`src/rtl/uart_pkg.sv`:
```
// Shared definitions for the RS-232 byte-packing FIFO controller.
// Holds the write-FSM state encodings, the word geometry, the default pad
// byte and a small saturating-increment helper used by the pad counter.
package uart_pkg;

  // Write-side FSM state encodings
  localparam logic [1:0] W_IDLE = 2'd0;
  localparam logic [1:0] W_OWN  = 2'd1;
  localparam logic [1:0] W_PAD  = 2'd2;

  // Bytes packed into one FIFO word
  localparam int BYTES_PER_WORD = 4;

  // Byte used to complete a stalled partial word
  localparam logic [7:0] PAD_BYTE_DEFAULT = 8'h00;

  // 8-bit increment that sticks at 8'hFF
  function automatic logic [7:0] sat_inc8(input logic [7:0] v);
    return (v == 8'hFF) ? v : v + 8'd1;
  endfunction

endpackage

```
`src/rtl/uart_word_drain.sv`:
```
// Read-side drain stage for the byte-packing FIFO.
// Pops packed words from the FIFO into a single output register and
// presents them as a valid/ready stream.
//
// Ports:
//   clk           in   system clock
//   rst           in   asynchronous reset, active-high
//   fifo_rdata_i  in   FIFO head word (combinational from FIFO)
//   fifo_empty_i  in   FIFO holds no complete word
//   fifo_rd_o     out  FIFO pop strobe
//   word_o        out  registered output word
//   word_valid_o  out  output word valid
//   word_ready_i  in   downstream accepts word
//
// Handshake: a word transfers on a rising clk edge where word_valid_o and
// word_ready_i are both 1. Once word_valid_o is high, word_o and
// word_valid_o hold until that transfer; word_ready_i may change freely.
module uart_word_drain (
  input  logic        clk,
  input  logic        rst,
  input  logic [31:0] fifo_rdata_i,
  input  logic        fifo_empty_i,
  output logic        fifo_rd_o,
  output logic [31:0] word_o,
  output logic        word_valid_o,
  input  logic        word_ready_i
);

  logic [31:0] word_q, word_d;
  logic        valid_q, valid_d;

  always_ff @(posedge clk or posedge rst) begin
    if (rst) begin
      word_q  <= 32'h0;
      valid_q <= 1'b0;
    end else begin
      word_q  <= word_d;
      valid_q <= valid_d;
    end
  end

  always_comb begin
    // Pop whenever the register is free or is being emptied this cycle;
    // this gives back-to-back pops on consecutive accepts.
    fifo_rd_o = !fifo_empty_i && (!valid_q || word_ready_i);
    word_d    = word_q;
    valid_d   = valid_q;
    if (fifo_rd_o) begin
      word_d  = fifo_rdata_i;
      valid_d = 1'b1;
    end else if (valid_q && word_ready_i) begin
      valid_d = 1'b0;
    end
  end

  assign word_o       = word_q;
  assign word_valid_o = valid_q;

endmodule

```
`src/rtl/uart_fifo_ctrl.sv`:
```
// Controller for the 8-in/32-out byte-packing FIFO in the RS-232 path.
// Write side: round-robin, word-atomic arbitration of two byte requesters
// onto the FIFO byte port, with padding of a stalled partial word.
// Read side: uart_word_drain turns packed words into a registered stream.
//
// Ports:
//   sclk, rst                      clock, asynchronous active-high reset
//   req0_valid_i/data_i/ready_o    requester 0 (UART RX) byte handshake
//   req1_valid_i/data_i/ready_o    requester 1 (command injector) handshake
//   fifo_wdata_o, fifo_wr_o        FIFO byte write port
//   fifo_rdata_i, fifo_rd_o        FIFO word read port
//   fifo_empty_i, fifo_full_i      FIFO status
//   word_o, word_valid_o,
//   word_ready_i                   output word stream
//   owner_o                        current/last write owner
//   pad_cnt_o                      saturating count of padded words
//
// Requester handshake: a byte transfers on a rising sclk edge where
// reqN_valid_i and reqN_ready_o are both 1. Ready is only ever given to
// the owner while the FIFO is not full, so the FIFO never sees a write
// when full. The same valid/ready rule applies to the word stream.
module uart_fifo_ctrl
  import uart_pkg::*;
#(
  parameter int         PAD_TIMEOUT = 16,
  parameter logic [7:0] PAD_BYTE    = PAD_BYTE_DEFAULT
) (
  input  logic        sclk,
  input  logic        rst,
  input  logic        req0_valid_i,
  input  logic [7:0]  req0_data_i,
  output logic        req0_ready_o,
  input  logic        req1_valid_i,
  input  logic [7:0]  req1_data_i,
  output logic        req1_ready_o,
  output logic [7:0]  fifo_wdata_o,
  output logic        fifo_wr_o,
  input  logic [31:0] fifo_rdata_i,
  output logic        fifo_rd_o,
  input  logic        fifo_empty_i,
  input  logic        fifo_full_i,
  output logic [31:0] word_o,
  output logic        word_valid_o,
  input  logic        word_ready_i,
  output logic        owner_o,
  output logic [7:0]  pad_cnt_o
);

  localparam logic [1:0] LAST_BYTE = 2'(BYTES_PER_WORD - 1);
  localparam logic [7:0] TMO_LAST  = 8'(PAD_TIMEOUT - 1);

  logic [1:0] state_q, state_d;
  logic       owner_q, owner_d;
  logic       rr_q, rr_d;
  logic [1:0] bcnt_q, bcnt_d;
  logic [7:0] tmo_q, tmo_d;
  logic [7:0] pad_cnt_q, pad_cnt_d;

  logic       owner_valid;
  logic [7:0] owner_data;
  logic       grant_rdy;
  logic       own_xfer;
  logic       pad_wr;

  // State register
  always_ff @(posedge sclk or posedge rst) begin
    if (rst) begin
      state_q   <= W_IDLE;
      owner_q   <= 1'b0;
      rr_q      <= 1'b0;
      bcnt_q    <= 2'd0;
      tmo_q     <= 8'd0;
      pad_cnt_q <= 8'd0;
    end else begin
      state_q   <= state_d;
      owner_q   <= owner_d;
      rr_q      <= rr_d;
      bcnt_q    <= bcnt_d;
      tmo_q     <= tmo_d;
      pad_cnt_q <= pad_cnt_d;
    end
  end

  // Next-state logic
  always_comb begin
    state_d   = state_q;
    owner_d   = owner_q;
    rr_d      = rr_q;
    bcnt_d    = bcnt_q;
    tmo_d     = tmo_q;
    pad_cnt_d = pad_cnt_q;
    case (state_q)
      W_IDLE: begin
        // Grant only; no byte moves in the arbitration cycle.
        if (!fifo_full_i && (req0_valid_i || req1_valid_i)) begin
          owner_d = (req0_valid_i && req1_valid_i) ? rr_q : req1_valid_i;
          bcnt_d  = 2'd0;
          tmo_d   = 8'd0;
          state_d = W_OWN;
        end
      end
      W_OWN: begin
        if (own_xfer) begin
          bcnt_d = bcnt_q + 2'd1;
          tmo_d  = 8'd0;
          if (bcnt_q == LAST_BYTE) begin
            state_d = W_IDLE;
            rr_d    = ~owner_q;
          end
        end else if (tmo_q == TMO_LAST) begin
          // An empty word is simply released; a partial one is padded out.
          rr_d = ~owner_q;
          if (bcnt_q == 2'd0) begin
            state_d = W_IDLE;
          end else begin
            state_d = W_PAD;
          end
        end else begin
          tmo_d = tmo_q + 8'd1;
        end
      end
      W_PAD: begin
        if (pad_wr) begin
          bcnt_d = bcnt_q + 2'd1;
          if (bcnt_q == LAST_BYTE) begin
            pad_cnt_d = sat_inc8(pad_cnt_q);
            state_d   = W_IDLE;
            rr_d      = ~owner_q;
          end
        end
      end
      default: state_d = W_IDLE;
    endcase
  end

  // Output logic
  always_comb begin
    owner_valid  = owner_q ? req1_valid_i : req0_valid_i;
    owner_data   = owner_q ? req1_data_i : req0_data_i;
    grant_rdy    = (state_q == W_OWN) && !fifo_full_i;
    req0_ready_o = grant_rdy && !owner_q;
    req1_ready_o = grant_rdy && owner_q;
    own_xfer     = grant_rdy && owner_valid;
    pad_wr       = (state_q == W_PAD) && !fifo_full_i;
    fifo_wr_o    = own_xfer || pad_wr;
    if (own_xfer) begin
      fifo_wdata_o = owner_data;
    end else if (pad_wr) begin
      fifo_wdata_o = PAD_BYTE;
    end else begin
      fifo_wdata_o = 8'h00;
    end
  end

  assign owner_o   = owner_q;
  assign pad_cnt_o = pad_cnt_q;

  uart_word_drain u_drain (
    .clk          (sclk),
    .rst          (rst),
    .fifo_rdata_i (fifo_rdata_i),
    .fifo_empty_i (fifo_empty_i),
    .fifo_rd_o    (fifo_rd_o),
    .word_o       (word_o),
    .word_valid_o (word_valid_o),
    .word_ready_i (word_ready_i)
  );

endmodule

```
`config.mk`:
```
export PLATFORM = sky130hd
export DESIGN_NAME = uart_fifo_ctrl
export DESIGN_NICKNAME = d
export VERILOG_FILES = /design/src/rtl/uart_pkg.sv /design/src/rtl/uart_word_drain.sv /design/src/rtl/uart_fifo_ctrl.sv
export SDC_FILE = /design/constraint.sdc
export NUM_CORES = 1
export LEC_CHECK = 0
export BUFFER_PORTS_ARGS = -buffer_cell sky130_fd_sc_hd__buf_2
export CORE_MARGIN = 2
export CORE_UTILIZATION = 40
export CTS_CLUSTER_DIAMETER = 200
export CTS_CLUSTER_SIZE = 14
export DETAILED_ROUTE_END_ITERATION = 16
export GPL_TIMING_DRIVEN = 0
export PLACE_DENSITY_LB_ADDON = 0.15
export SYNTH_ARGS = -nofsm -noshare
export SYNTH_HDL_FRONTEND = slang
export SYNTH_HIERARCHICAL = 1
export SYNTH_SLANG_ARGS = --single-unit
```
`constraint.sdc`:
```
create_clock -name sclk -period 1.8 [get_ports sclk]
set_clock_uncertainty 0.05 [all_clocks]
set_input_delay 0.27 -clock sclk [delete_from_list [all_inputs] [get_ports sclk]]
set_output_delay 0.27 -clock sclk [all_outputs]
set_load 0.02 [all_outputs]
```
# --- Yosys cells after proc, flatten, opt, wreduce, memory -nomap -nowiden ---
# Index checks and enable logic that the tools add are counted.
word_totals:
  regBits: 55
  latch_bits: 0
  ramBits: 0
  mem_bits_ro: 0
  input_bits: 55
  output_inout_bits: 54
  wordCells: 77
  mem_count: 0
classes:
  addsub: 3
  multipliers: 0
  n_div: 0
  n_lt_le_gt_ge: 0
  eq_ne: 10
  n_shift: 0
  muxes: 26
  bitwise_logic: 2
  n_reduce_logical: 28
op_table:
  columns: ["cell", "n"]
  rows:
  - ["two-way mux 8 bit", 5]
  - ["two-way mux 2 bit", 9]
  - ["adder 8 x 1 -> 8 bit, second input constant", 2]
  - ["case mux 8 bit (2 select lines)", 1]
  - ["case mux 2 bit (3 select lines)", 2]
  - ["logical AND 1 bit", 9]
  - ["AND reduction 3 bit", 3]
  - ["equality test 8 x 4 -> 1 bit, second input constant", 1]
  - ["equality test 8 bit, second input constant", 1]
  - ["two-way mux 1 bit", 8]
  - ["AND reduction 4 bit", 2]
  - ["inequality test 2 bit, second input constant", 3]
  - ["inequality test 3 bit, second input constant", 2]
  - ["nonzero test 2 bit", 3]
  - ["equality test 2 bit, second input constant", 2]
  - ["logical NOT 1 bit", 4]
  - ["logical NOT 2 bit", 2]
  - ["logical OR 1 bit", 3]
  - ["nonzero test 3 bit", 1]
  - ["adder 2 x 1 -> 2 bit, second input constant", 1]
  - ["equality test 2 x 1 -> 1 bit, second input constant", 1]
  - ["NOT 1 bit", 2]
  - ["case mux 1 bit (2 select lines)", 1]
  - ["AND reduction 2 bit", 1]

# --- Longest topological paths before layout ---
# Gate-level depths: netlist of run 1.
logic_depth:
  word_depth: 5
  mapped_depth: 7
  ltp_nobuf: 6

# --- Modules after synthesis ---
# The synthesis of run 1 kept the hierarchy.
modules_own_cells:
  columns: ["module", "n_inst", "cells_each", "area_each_um2"]
  rows:
  - ["uart_fifo_ctrl", 1, 150, 1450.1]
  - ["uart_word_drain", 1, 73, 1252.5]

# --- Worst setup path after synthesis of run 1 ---
# No wires, ideal clock.
synth_path:
  kind: "reg-to-reg"
  startpoint: "register state_q[0]"
  endpoint: "register tmo_q[6]"
  setup_time_ns: 0.080
  t_arrival_ns: 1.637
  t_required_ns: 1.670
  setup_slack_ns: 0.032
  path_stages_with_launch: 6
  synth_period_minus_slack_ns: 1.768
  path_cell_list: "dfrtp_1 -> inv_1 -> ha_1 -> mux2_4 -> or4_4 -> o211ai_2"
synth_between:
  elab_chain_cells: 5
synth_rtl:
  columns: ["item", "line", "source"]
  rows:
  - ["from (decl)", "uart_fifo_ctrl.sv:52", "logic [1:0] state_q, state_d;"]
  - ["from (signal assigned)", "uart_fifo_ctrl.sv:75", "state_q <= state_d;"]
  - ["equality test 2 x 1 -> 1 bit", "uart_fifo_ctrl.sv:92, uart_fifo_ctrl.sv:140", null]
  - ["logical AND 1 bit", "uart_fifo_ctrl.sv:140", "grant_rdy = (state_q == W_OWN) && !fifo_full_i;"]
  - ["logical AND 1 bit", "uart_fifo_ctrl.sv:143", "own_xfer = grant_rdy && owner_valid;"]
  - ["inequality test 3 bit (no source line) / two-way mux 8 bit (equally long branches)", null, null]
  - ["AND reduction 3 bit (no source line) / case mux 8 bit (2 select lines) (equally long branches)", null, null]
  - ["to (signal assigned)", "uart_fifo_ctrl.sv:79", "tmo_q <= tmo_d;"]
  - ["to (decl)", "uart_fifo_ctrl.sv:56", "logic [7:0] tmo_q, tmo_d;"]
# Parallel ways exist; a longest one is shown, timed or not.
# A chain may end at the register's enable or synchronous reset.

# --- Final worst setup path of run 1 ---
layout_path:
  startpoint: "register state_q[1]"
  endpoint: "output port fifo_wdata_o[6]"
layout_between:
  elab_chain_cells: 4
layout_rtl:
  columns: ["item", "line", "source"]
  rows:
  - ["equality test 2 x 1 -> 1 bit", "uart_fifo_ctrl.sv:140", null]
  - ["logical AND 1 bit", "uart_fifo_ctrl.sv:140", null]
  - ["logical AND 1 bit", "uart_fifo_ctrl.sv:143", null]
  - ["two-way mux 8 bit", "uart_fifo_ctrl.sv:146", "if (own_xfer) begin"]
  - ["to (decl)", "uart_fifo_ctrl.sv:36", "output logic [7:0] fifo_wdata_o,"]
# No other way between the ends.

==> summary.md, run 1 <==
| Metric | Value |
|---|---|
| Post-layout minimum cycle time | `1.88 ns` |
| Worst EP required | `1.48 ns` |
| Cell-internal power | `2.69 mW` |
| First-pass GRT wire length | `9190 um` |
| Crit-path cells | `inv_2 > ha_4 > and2b_2 > nand2_8 > nor2_2 > buf_6` |
| CP Max Fanout | `8` |
| CP arrival | `1.56 ns` |
| DRT Pass-1 Iters | `4` |
| Slew headroom | `41.6%` |
| Chip width | `86.2 um` |
| IO Pins | `109` |
| Worst-Margin Slew | `0.875 ns` |
| ANT cells | `0` |
| Pin count of the biggest net entering global routing | `34` |
| Setup crit start kind | `flip-flop` |
| Mapped Area | `2700 um^2` |
| Initial core utilization | `41.8%` |
| # setup viols final | `11` |
| Placer Congestion | `0.773` |
| Buf+Inv Stages, Crit Path | `2` |
| Psw | `1.57 mW` |
| Max Cap Viol | `0` |
| Nets | `418` |
| Clock power share | `17.1%` |
| DR vias/cell | `4.98` |
| Total GRT Usage | `15.1%` |
| Top post-synthesis cells by count | `55 x dfrtp_1, 34 x mux2_2, 14 x nor2_1` |
| Ys Warns | `6` |
| Die footprint | `7430 um^2` |
| Wire per inst | `13.5 um` |
| Synth area leader | `dfrtp_1` |
| Final Hold Viols | `14` |
| DRT Wirelength | `5830 um` |
| CTS Hold Bufs | `0` |
| Pwr dens | `1110 nW/um^2` |
| Num CTS Buffers | `5` |
| Die Y | `86.2 um` |
| CP endpoint kind | `output pin` |
| Synth Flop Type | `dfrtp_1` |
| CTS tree | `yes` |
| Largest delay contributor family on the critical path | `simple AND/OR/NAND/NOR gates` |
| CTS sink count | `55` |
| Logic pwr share | `46.3%` |
| Num rows | `29` |
| Setup ws final | `-0.0778 ns` |
| Most frequent cell after synthesis | `dfrtp_1` |
| DR iter-0 viols | `49` |
| FF+latch area | `1380 um^2` |
| Clock network latency to the later pin of the worst-skew pair | `0.31 ns` |
| Vias | `2158` |
| Area of the multi-input gates | `1400 um^2` |
| Post-route ant nets | `0` |
| Max Root-Sink Buffers | `2` |
| Syn Nets | `286` |
| Dominant cells by area after synthesis | `dfrtp_1 51%, mux2_2 14%, mux2i_1 4.8%, ha_1 3.7%, nor2_1 1.9%` |
| Vias in the first global route | `2085` |
| Yosys reg bits | `55` |
| Period utilization | `104%` |
| DRC | `0` |
| Run status | `complete, but fails checks` |
| Failing checks | `negative hold slack, negative setup slack` |
| Sw Share | `36.8%` |
| Post-synthesis sequential area ratio | `50.9%` |
| Fmax achieved | `533 MHz` |
| Fraction of layout cells with a size suffix above 1 | `59.8%` |
| Antenna violations before repair | `0` |
| Flop pwr share | `36.7%` |
| Core Area | `6460 um^2` |
| Filler cells | `562` |
| Area delta synth->final | `41.9%` |
| Kind of critical path | `flip-flop to output pin` |
| Number of synthesized flops with an enable pin | `0` |
| Synth async-reset ratio | `100%` |
| Pleak | `1.92 nW` |
| Final Slew Violations | `0` |
| Final hold slack | `-0.00903 ns` |
| Synth Area per Inst | `12.1 um^2` |
| Final core occ | `59.4%` |
| IO Port Bufs | `107` |
| Yosys cell types | `42` |
| Peak supply drop | `0.000684 V` |
| Hpwl dp | `4070 um` |
| Gr ovfl total | `0` |
| Max incr delay on CP | `0.42 ns` |
| RSZ-0062 raised after global routing | `true` |
| Post-Syn Instances | `223` |
| Slowest stage cell, crit path | `dfrtp_1` |
| Hold/Removal Path Class | `primary input to async pin` |
| Top cell type's share of synthesized area | `50.9%` |
| CTS H-tree lvls | `2` |
| CTS root buffer | `clkbuf_8` |
| Worst-path clk slew | `0.10 ns` |
==> stage by stage <==
stage	area, um^2	total power, mW	instances	TNS, ns	setup WS [ns]
floorplan	2700	2.63	223	0	0.0323
global placement	3330	3.02	407	-0.795	-0.169
finish	3840	4.25	433	-0.668	-0.0778
global route	3840	4.54	433	-1.53	-0.156
detailed placement	3330	3.05	407	-0.925	-0.233
CTS	3530	3.93	421	-0.589	-0.0601
==> sequential cells by signal, indices dropped and copies added, names as in the netlist <==
name / count
u_drain/word_o: 32
state_q: 2
rr_q: 1
tmo_q: 8
owner_o: 1
u_drain/word_valid_o: 1
bcnt_q: 2
pad_cnt_o: 8
==> placed cells by master (no fill, tap or decap), drive strengths merged, types with 3 or more instances in the layout <==
cell type and count:
clkbuf 6, dfrtp 55, nand2 12, inv 11, buf 131, a21o 4
ha 8, mux2 37, nor2 15, o211ai 4, a21oi 5, and2b 3
xor2 6, mux2i 13, nand3 6, a22o 3, nor3 6, o21ai 7
==> routing by layer <==
metal	wire length [um]	GRT usage, %	up-vias
li1	-	-	1052
met1	2510	18.9	1011
met2	2770	25.7	89
met3	494	4.10	6
met4	57	4.40	0
met5	0	0	-
==> worst register-to-register path: stages (launching register included) <==
cell and delay (ns):
dfrtp_1 0.42, inv_2 0.10, buf_4 0.12, ha_4 0.18, mux2_4 0.35, or4_4 0.49
o211ai_2 0.07
==> cell families after synthesis <==
| group | Yosys count | synth area share [%] |
|---|---|---|
| flops | 55 | 50.9 |
| mux | 50 | 20.5 |
| compound gates | 31 | 8.70 |
| xor+xnor | 7 | 2.27 |
| simple gates | 54 | 10.2 |
| fa+ha+maj | 8 | 3.70 |
| buf+inv | 18 | 3.66 |
==> what timing repair did <==
| item | 4_1_cts | 5_1_grt |
|---|---|---|
| setup endpoints to repair | 22 | 22 |
| cloned | 0 | 0 |
| gates resized for setup | 22 | 42 |
| pin swaps | 8 | 7 |
| setup buffers | 6 | 11 |
==> layout make-up <==
| cell class | count | area share, % |
|---|---|---|
| plain buffers | 6 | 1.44 |
| clock buffers | 6 | 2.15 |
| clock inverters | 2 | 0.424 |
| inverters | 12 | 1.27 |
| multi-input cells | 150 | 36.6 |
| flip-flops and latches | 55 | 35.9 |
| well taps | 77 | 2.51 |
| repair buffers | 125 | 19.7 |
==> final timing paths <==
kind                       depth (start not counted)  slack, ns                               end                     startpoint
min in group sclk                                  2       0.12  u_drain/word_valid_o$_DFFE_PP0P_                   word_ready_i
min reg2reg                                        1       0.44     u_drain/word_o[2]$_DFFE_PP0P_  u_drain/word_o[2]$_DFFE_PP0P_
max in group asynchronous                          2       1.02            state_q[0]$_DFFE_PP0P_                            rst
max reg2reg                                        6      -0.03              tmo_q[6]$_DFFE_PP0P_         state_q[1]$_DFFE_PP0P_
max                                                6      -0.08                   fifo_wdata_o[6]         state_q[1]$_DFFE_PP0P_
min                                                2     -0.009     u_drain/word_o[4]$_DFFE_PP0P_                            rst
==> power groups by stage <==
stage	sequential [mW]	combinational [mW]	clock, mW
detailed placement	1.59	1.46	0
global placement	1.58	1.44	0
CTS	1.55	1.61	0.763
floorplan	1.75	0.885	0
global route	1.59	2.14	0.808
finish	1.56	1.97	0.725
(Power assumes the default switching activity.)
==> run 2, diff against run 1 <==
--- a/config.mk
+++ b/config.mk
@@ -8,11 +8,10 @@
 export BUFFER_PORTS_ARGS = -buffer_cell sky130_fd_sc_hd__buf_2
 export CORE_MARGIN = 2
 export CORE_UTILIZATION = 40
-export CTS_CLUSTER_DIAMETER = 200
 export CTS_CLUSTER_SIZE = 14
 export DETAILED_ROUTE_END_ITERATION = 16
 export GPL_TIMING_DRIVEN = 0
-export PLACE_DENSITY_LB_ADDON = 0.15
+export PLACE_DENSITY_LB_ADDON = 0.3
 export SYNTH_ARGS = -nofsm -noshare
 export SYNTH_HDL_FRONTEND = slang
 export SYNTH_HIERARCHICAL = 1
==> summary.md, run 2 (synthesized netlist as in run 1, its figures left out) <==
| Metric | Value |
|---|---|
| Cell-internal power | `2.60 mW (was 2.69 mW)` |
| CP endpoint kind | `output pin (unchanged)` |
| DRC | `0 (unchanged)` |
| Vias in the first global route | `2019 (was 2085)` |
| # setup viols final | `10 (was 11)` |
| Vias | `2151 (was 2158)` |
| Flop pwr share | `37.8% (was 36.7%)` |
| DRT Wirelength | `5810 um (was 5830 um)` |
| CTS tree | `yes (unchanged)` |
| Slowest stage cell, crit path | `dfrtp_1 (unchanged)` |
| Run status | `complete, but fails checks (unchanged)` |
| Placed insts | `407 (unchanged)` |
| Pin count of the biggest net entering global routing | `34 (unchanged)` |
| Worst-Margin Slew | `0.866 ns (was 0.875 ns)` |
| Final Slew Violations | `0 (unchanged)` |
| Total GRT Usage | `14.9% (was 15.1%)` |
| Clock network latency to the later pin of the worst-skew pair | `0.31 ns (about the same)` |
| Num CTS Buffers | `5 (unchanged)` |
| CTS root buffer | `clkbuf_8 (unchanged)` |
| Wire per inst | `13.5 um (about the same)` |
| Filler cells | `550 (was 562)` |
| ANT cells | `0 (unchanged)` |
| Clock power share | `16.9% (was 17.1%)` |
| Max Cap Viol | `0 (unchanged)` |
| Die Y | `86.2 um (unchanged)` |
| Period utilization | `104% (about the same)` |
| Failing checks | `negative setup slack (was negative hold slack, negative setup slack)` |
| Worst-path clk slew | `0.10 ns (about the same)` |
| Max Root-Sink Buffers | `2 (unchanged)` |
| Initial core utilization | `41.8% (unchanged)` |
| Gr ovfl total | `0 (unchanged)` |
| Slew headroom | `42.2% (was 41.6%)` |
| CP arrival | `1.56 ns (about the same)` |
| CTS sink count | `55 (unchanged)` |
| Setup crit start kind | `flip-flop (unchanged)` |
| CP Max Fanout | `6 (was 8)` |
| Kind of critical path | `flip-flop to output pin (unchanged)` |
| Final Hold Viols | `0 (was 14)` |
| Post-layout minimum cycle time | `1.88 ns (about the same)` |
| Die footprint | `7430 um^2 (unchanged)` |
| Crit-path cells | `buf_4 > ha_4 > and2b_2 > a21o_1 > buf_4 (was inv_2 > ha_4 > and2b_2 > nand2_8 > nor2_2 > buf_6)` |
| Pwr dens | `1090 nW/um^2 (was 1110 nW/um^2)` |
| Antenna violations before repair | `0 (unchanged)` |
| First-pass GRT wire length | `9100 um (was 9190 um)` |
| Area delta synth->final | `40.5% (was 41.9%)` |
| Most used cell, CP | `buf_4` |
| RSZ-0062 raised after global routing | `true (unchanged)` |
| Fraction of layout cells with a size suffix above 1 | `58.9% (was 59.8%)` |
| Most frequent cells in the layout | `98 x buf_2, 54 x dfrtp_1, 34 x mux2_2 (was 98 x buf_2, 53 x dfrtp_1, 34 x mux2_2)` |
| Max incr delay on CP | `0.43 ns (was 0.42 ns)` |
| Area of the multi-input gates | `1410 um^2 (was 1400 um^2)` |
| Sw Share | `37.5% (was 36.8%)` |
| Final instance area | `3800 um^2 (was 3840 um^2)` |
| Logic pwr share | `45.3% (was 46.3%)` |
| Hold/Removal Path Class | `primary input to flip-flop (was primary input to async pin)` |
| Nets | `415 (was 418)` |
| Core Area | `6460 um^2 (unchanged)` |
| Post-route ant nets | `0 (unchanged)` |
| Chip width | `86.2 um (unchanged)` |
| DRT Pass-1 Iters | `4 (unchanged)` |
| Buf+Inv Stages, Crit Path | `2 (unchanged)` |
| Final non-filler cell total | `430 (was 433)` |
| Psw | `1.56 mW (was 1.57 mW)` |
| Pleak | `1.89 nW (was 1.92 nW)` |
| Max reg flops | `32 (unchanged)` |
| TNS Setup | `-0.678 ns (was -0.668 ns)` |
| DR vias/cell | `5.00 (was 4.98)` |
| IO Port Bufs | `107 (unchanged)` |
| Worst slack, placed | `-0.168 ns (was -0.233 ns)` |
| Largest delay contributor family on the critical path | `flip-flops (was simple AND/OR/NAND/NOR gates)` |
| Hpwl dp | `4040 um (was 4070 um)` |
| Worst EP required | `1.48 ns (about the same)` |
| Peak supply drop | `0.000695 V (was 0.000684 V)` |
| Final Power | `4.15 mW (was 4.25 mW)` |
| FF+latch area | `1380 um^2 (about the same)` |
| Fmax achieved | `532 MHz (was 533 MHz)` |
| IO Pins | `109 (unchanged)` |
| Placer Congestion | `0.772 (was 0.773)` |
| Commonest non-fill, non-tap cell in the layout | `buf_2 (unchanged)` |
| Num rows | `29 (unchanged)` |
| DR iter-0 viols | `67 (was 49)` |
| Setup ws final | `-0.0787 ns (was -0.0778 ns)` |
| Placed Instance Area | `3330 um^2 (unchanged)` |
| CTS H-tree lvls | `2 (unchanged)` |
==> run 2: changes by cell type in the layout (fill, tap and decap cells not counted), sizes merged <==
cell	change
buf	-5
clkinv	+2
dlygate4sd3	+1
clkinvlp	-2
inv	+1
==> run 2: worst paths after layout <==
check	start	slack, ns	endpoint	cells past startpoint
max in group asynchronous	rst	0.45	owner_o$_DFFE_PP0P_	3
setup reg to reg	state_q[0]$_DFFE_PP0P_	-0.08	tmo_q[6]$_DFFE_PP0P_	5
setup / recovery	state_q[1]$_DFFE_PP0P_	-0.08	fifo_wr_o	5
hold reg to reg	pad_cnt_o[6]$_DFFE_PP0P_	0.45	pad_cnt_o[6]$_DFFE_PP0P_	1
hold / removal	word_ready_i	0.11	u_drain/word_valid_o$_DFFE_PP0P_	2
min in group asynchronous	rst	0.38	u_drain/word_o[19]$_DFFE_PP0P_	3
==> run 2: layout make-up <==
type | count | area share, %
Inverter | 12 | 1.19
Clock buffer | 5 | 1.81
Multi-Input combinational cell | 150 | 37.1
Tap cell | 77 | 2.54
Buffer | 6 | 1.52
Clock inverter | 3 | 0.593
Timing Repair Buffer | 122 | 19.0
Sequential cell | 55 | 36.3
==> run 2: per-stage QoR <==
step / hold WS [ns] / util (%)
2_1_floorplan: 0.209 / -
5_1_grt: 0.122 / 58.8
3_3_place_gp: 0.420 / 51.6
4_1_cts: 0.0992 / 54.4
6_report: 0.106 / 58.8
3_5_place_dp: 0.430 / 51.6
==> run 2: power groups by stage <==
stage	clock network (mW)	logic (mW)	registers, mW
floorplan	0	0.885	1.75
detailed placement	0	1.45	1.60
finish	0.702	1.88	1.57
global placement	0	1.42	1.59
global route	0.783	2.05	1.60
CTS	0.745	1.56	1.57
==> run 2: worst register-to-register path, delay by kind of cell, from the launching register on <==
family          cells  cell delay, ns
simple gates        1            0.52
flops               1            0.45
mux                 1            0.37
fa+ha+maj           1            0.21
buf+inv             1            0.13
compound gates      1            0.07
==> run 2: layer usage <==
layer	track usage (%)	part of all wire, %	vias to the layer above
met5	0	0	-
met4	3.84	0.98	0
met3	3.24	6.8	5
met2	24.8	47	82
met1	19.9	45	1015
li1	-	-	1049
==> run 2: what timing repair did <==
item / in CTS / in global routing
setup buffers: 5 / 8
endpoints found under the hold margin: 0 / 6
hold buffers: 0 / 1
cloned: 0 / 0
gates resized for setup: 20 / 43
setup endpoints to repair: 22 / 25
pin swaps: 9 / 5
